<file path="config.mk">
export PLATFORM = sky130hd
export DESIGN_NAME = key_move_scheduler
export DESIGN_NICKNAME = d
export VERILOG_FILES = /design/src/rtl/key_move_scheduler.sv
export SDC_FILE = /design/constraint.sdc
export NUM_CORES = 1
export LEC_CHECK = 0
export CORE_ASPECT_RATIO = 0.7
export CORE_MARGIN = 10
export CORE_UTILIZATION = 46
export CTS_BUF_LIST = sky130_fd_sc_hd__clkbuf_8
export DETAILED_ROUTE_END_ITERATION = 12
export PLACE_DENSITY = 0.74
export SYNTH_ARGS = -nofsm -noshare
export SYNTH_HDL_FRONTEND = slang
export SYNTH_SLANG_ARGS = --single-unit
export TNS_END_PERCENT = 100
</file>
<file path="constraint.sdc">
create_clock -name Clk -period 3.86 [get_ports Clk]
set_input_delay 0.772 -clock Clk [delete_from_list [all_inputs] [get_ports Clk]]
set_output_delay 0.772 -clock Clk [all_outputs]
set_load 0.01 [all_outputs]
</file>
<file path="src/rtl/key_move_scheduler.sv">
// rtl/key_move_scheduler.sv - keypress decode, per-player move FIFOs, frame-paced round-robin grant
module key_move_scheduler #(
  parameter int FIFO_DEPTH = 4,
  parameter int TIMEOUT    = 255
) (
  input  logic       Clk,
  input  logic       Reset,
  input  logic [7:0] keycode,
  input  logic       frame_clk,
  input  logic [1:0] cmd_ready,
  output logic [1:0] cmd_valid,
  output logic [3:0] cmd_dir,
  output logic [1:0] overflow,
  output logic [7:0] missed_frames,
  output logic       busy
);
  localparam int AW = $clog2(FIFO_DEPTH);
  localparam int CW = AW + 1;
  localparam int TW = $clog2(TIMEOUT + 1);
  localparam logic [CW-1:0] FULL      = CW'(FIFO_DEPTH);
  localparam logic [TW-1:0] LAST_WAIT = TW'(TIMEOUT - 1);

  typedef enum logic [1:0] {IDLE, SERVE_A, SERVE_B} state_t;
  state_t state, state_next;

  logic [7:0]    key_prev;
  logic [1:0]    push, push_ok, pop;
  logic [1:0]    push_dir;
  logic [1:0]    mem [2][FIFO_DEPTH];
  logic [AW-1:0] wr_ptr [2];
  logic [AW-1:0] rd_ptr [2];
  logic [CW-1:0] count [2];

  logic          fs1, fs2, fs3, tick;
  logic          first_ptr, pending, cur, nonempty, advance;
  logic [TW-1:0] wait_cnt;

  // A press only counts on the cycle the code differs from last cycle, so held keys never repeat.
  always_comb begin
    push     = 2'b00;
    push_dir = 2'b00;
    if (keycode != key_prev && keycode != 8'h00) begin
      case (keycode)
        8'h1A: begin push = 2'b01; push_dir = 2'b00; end
        8'h16: begin push = 2'b01; push_dir = 2'b01; end
        8'h04: begin push = 2'b01; push_dir = 2'b10; end
        8'h07: begin push = 2'b01; push_dir = 2'b11; end
        8'h52: begin push = 2'b10; push_dir = 2'b00; end
        8'h51: begin push = 2'b10; push_dir = 2'b01; end
        8'h50: begin push = 2'b10; push_dir = 2'b10; end
        8'h4F: begin push = 2'b10; push_dir = 2'b11; end
        default: ;
      endcase
    end
  end

  assign pop = cmd_valid & cmd_ready;

  // A full FIFO still accepts a push when its head is being popped the same cycle.
  always_comb begin
    push_ok = 2'b00;
    for (int n = 0; n < 2; n++)
      push_ok[n] = push[n] && (count[n] != FULL || pop[n]);
  end

  always_ff @(posedge Clk or negedge Reset) begin
    if (!Reset) begin
      key_prev <= 8'h00;
      overflow <= 2'b00;
      for (int n = 0; n < 2; n++) begin
        wr_ptr[n] <= '0;
        rd_ptr[n] <= '0;
        count[n]  <= '0;
        for (int i = 0; i < FIFO_DEPTH; i++) mem[n][i] <= 2'b00;
      end
    end else begin
      key_prev <= keycode;
      for (int n = 0; n < 2; n++) begin
        if (push_ok[n]) begin
          mem[n][wr_ptr[n]] <= push_dir;
          wr_ptr[n]         <= wr_ptr[n] + 1'b1;
        end
        if (push[n] && !push_ok[n]) overflow[n] <= 1'b1;
        if (pop[n]) rd_ptr[n] <= rd_ptr[n] + 1'b1;
        if (push_ok[n] && !pop[n])      count[n] <= count[n] + 1'b1;
        else if (!push_ok[n] && pop[n]) count[n] <= count[n] - 1'b1;
      end
    end
  end

  always_ff @(posedge Clk or negedge Reset) begin
    if (!Reset) begin
      fs1 <= 1'b0;
      fs2 <= 1'b0;
      fs3 <= 1'b0;
    end else begin
      fs1 <= frame_clk;
      fs2 <= fs1;
      fs3 <= fs2;
    end
  end

  assign tick = fs2 && !fs3;

  always_comb begin
    cur        = (state == SERVE_B) ? ~first_ptr : first_ptr;
    nonempty   = (count[cur] != '0);
    cmd_valid  = 2'b00;
    cmd_dir    = 4'b0000;
    if (state != IDLE && nonempty) begin
      cmd_valid[cur]              = 1'b1;
      cmd_dir[{cur, 1'b0} +: 2]   = mem[cur][rd_ptr[cur]];
    end
    advance    = (state != IDLE) &&
                 (!nonempty || cmd_ready[cur] || wait_cnt == LAST_WAIT);
    state_next = state;
    case (state)
      IDLE:    if (tick || pending) state_next = SERVE_A;
      SERVE_A: if (advance) state_next = SERVE_B;
      SERVE_B: if (advance) state_next = IDLE;
      default: state_next = IDLE;
    endcase
  end

  assign busy = (state != IDLE);

  always_ff @(posedge Clk or negedge Reset) begin
    if (!Reset) begin
      state         <= IDLE;
      first_ptr     <= 1'b0;
      pending       <= 1'b0;
      missed_frames <= 8'h00;
      wait_cnt      <= '0;
    end else begin
      state <= state_next;
      if (state == SERVE_B && advance) first_ptr <= ~first_ptr;
      if (advance || state == IDLE) wait_cnt <= '0;
      else                          wait_cnt <= wait_cnt + 1'b1;
      // One frame can wait behind a busy grant; any further ticks are counted as lost.
      if (state == IDLE) begin
        pending <= 1'b0;
      end else if (tick) begin
        if (!pending)                    pending       <= 1'b1;
        else if (missed_frames != 8'hFF) missed_frames <= missed_frames + 1'b1;
      end
    end
  end
endmodule

</file>
==> metrics.txt <==
run status finished, final reports clean; # DRC 0; Setup TNS 0 ns; TritonRoute pass-1 iters 4; Die H between 90 and 100 um; crit path cell chain nand2b_1 > xor2_1 > mux2i_2 > mux4_2 > nor2b_1 > clkdlybuf4s50_1; Arr. time, crit path 2.85 ns; synth unique cells 47; Critical-path top delay cell mux4_2; Seq/Total Area, Yosys between 40% and 50%; TritonCTS buffer count 9; most frequently used flop master after synthesis dfrtp_1; clk sinks 63; Slew Limit Fails 0; largest net degree at the start of global routing 37; vias in the first global route 2200; Port Buffer Count 29; slowest cell delay on critical path between 0.5 and 0.6 ns; gr ovfl total 0; Post-CTS Hold Fix Bufs 0; Synth area leader dfrtp_1; flop2flop setup slack ~1.1 ns; Synth Net Count 311; Synth Register Bits 63; final wirelength just over 6000 um; Layout fillers 567; Hold WC Path Type reg -> reg; Placer Congestion 0.761; crit path kind reg -> out; Root Buffer clkbuf_8; simple-gate share of the synthesized area about 16%; CP bufs+invs 1; RSZ-0062 raised after global routing no; final hold violations 0; Crit path required time 3.09 ns; Adder-Cell Fraction of Synth Area 6.29%; mapped cell area approximately 3200 um2; PD cells just over 600 nW/um2; fraction of registers with async set/reset 100%; Worst Tran Pin Value 0.855 ns; Pwr Total 2.35 mW; top post-synthesis cells by area dfrtp_1 49%, xnor2_1 6.5%, ha_1 5.0%, mux2_1 4.5%, xor2_1 3.5%; Tmin final between 3 and 4 ns; top cell type's share of synthesized area 48.9%; GR met3 Demand/Resource 4.56%; largest family of logic cells by synthesized area simple AND/OR/NAND/NOR gates; Slew Limit Headroom 42.4%; met2 Usage GRT 17.8%; die area 10800 um2; starting density of the core roughly 48%; ANT cells 0; gr busiest metal met2; complex-gate fraction of the synthesized area 6.71%; Core Box Area between 6000 and 7000 um2; final period utilization 93.8%; worst vdd ir 303 uV; Max-cap violations 0; Post-layout nets ~350; final setup fails 0; Worst-Skew Late Latency 0.35 ns; synthesized instance count 283; clock-pin slew on the worst setup and hold paths 0.07 ns; mux contribution to synthesized area 9.47%; Routed Antenna Nets 0; Synth Area in XOR/XNOR roughly a tenth; critical path launch point type register; DP Wirelength between 4000 and 5000 um; DR WL/cell 14.8 um; CTS H-tree lvls 3; Layout area overhead 20.2%; Ports 30; fmax between 200 and 300 MHz; Via density 5.08; die width 120 um; top-count cell post-synth dfrtp_1; synth warn 0; Core Rows 25; Worst Setup End Kind output port; CTS tree yes; EDFF count, synth 0; CP Max Fanout 11; vias 2135; first-pass GRT wire length 10800 um; mean post-synth cell area between 10 and 15 um2; top post-synthesis cells by count 63 x dfrtp_1, 26 x nor2_1, 24 x xnor2_1; clk buf depth 2; worst clock skew 0.0128 ns; Leak Pwr 1.73 nW; DR iter-0 viols 112; cell class contributing the biggest share of worst-path delay multiplexers; antenna violations before repair 0; Total GRT Usage 12.2%; met1 Usage GRT 16.3%; share of layout cells above drive strength 1 14.1%
[final timing paths]
check,startpoint,endpoint,cells after the start
min reg2reg,fs1$_DFF_PN0_,fs2$_DFF_PN0_,0
min in group asynchronous,Reset,key_prev[6]$_DFF_PN0_,1
max in group asynchronous,Reset,state[0]$_DFFE_PN0P_,2
max,state[0]$_DFFE_PN0P_,cmd_dir[2],6
min,fs1$_DFF_PN0_,fs2$_DFF_PN0_,0
max reg2reg,first_ptr$_DFFE_PN0P_,count[2]$_DFFE_PN0P_,10
[state kept, by name (all words and copies together), names as in the netlist]
register       count
pending            1
rd_ptr             4
state              2
overflow           2
wr_ptr             4
key_prev           8
first_ptr          1
fs3                1
fs1                1
count              6
fs2                1
wait_cnt           8
mem               16
missed_frames      8
[metal layers]
metal / vias up / routed length (um)
li1: 1046 / -
met1: 1055 / 3170
met2: 25 / 2740
met3: 9 / 215
met4: 0 / 76
met5: - / 0
[worst register-to-register path: stages (launching register included)]
cell     delay [ns]
dfrtp_1        0.47
or3b_1         0.41
a21oi_2        0.32
a21oi_1        0.16
nor2b_1        0.25
ha_1           0.22
inv_1          0.06
fa_1           0.37
xor2_1         0.15
nor2_1         0.11
xor2_1         0.16
[cell usage in the layout, fill, tap and decap left out, drive strengths merged, types with 2 or more instances in the layout]
cell type,instances
dfrtp,63
clkdlybuf4s50,28
nor2,27
xnor2,24
nand2,24
nand3,20
mux2,18
xor2,13
ha,13
clkbuf,12
inv,9
mux2i,8
buf,7
nand2b,6
a21oi,6
nor2b,4
and3,4
o21ai,4
nor3b,4
nor3,3
nand4,3
a31oi,2
fa,2
bufinv,2
[where the power goes]
group,leakage (nW),internal (mW),total [mW],switching (mW)
sequential,0.812,0.786,0.952,0.166
clock,0.119,0.418,0.679,0.262
combinational,0.796,0.364,0.722,0.358
[cell type report]
type / count / area [um2] / share of cell area (%)
Tap cell: 94 / 118 / 3.04
Timing Repair Buffer: 35 / 330 / 8.52
Clock buffer: 12 / 165 / 4.26
Sequential cell: 63 / 1580 / 40.7
Multi-Input combinational cell: 203 / 1570 / 40.6
Inverter: 9 / 33.8 / 0.872
Clock inverter: 4 / 76.3 / 1.97
[metrics by stage]
step	instance area [um2]	hold slack, ns	utilization, %	instances	setup slack, ns
after floorplan	3220	0.331	-	283	0.874
after global placement	3630	0.332	53.5	404	0.336
after detailed placement	3630	0.342	53.5	404	0.299
after CTS	3870	0.358	57.0	420	0.102
after global routing	3870	0.366	57.1	420	0.0532
final	3870	0.352	57.1	420	0.238
[kinds of logic (layout without fill, tap and decap cells)]
| family | Yosys count | count (layout) |
|---|---|---|
| compound gates | 25 | 25 |
| xor+xnor | 37 | 37 |
| fa+ha+maj | 15 | 15 |
| buf+inv | 17 | 60 |
| flops | 63 | 63 |
| mux | 27 | 27 |
| simple gates | 99 | 99 |
[timing repair]
action	4_1_cts	5_1_grt
endpoints found under the setup margin	0	2
resized for setup	0	2
setup buffers	0	0
Power figures use the tool's default switching activity.
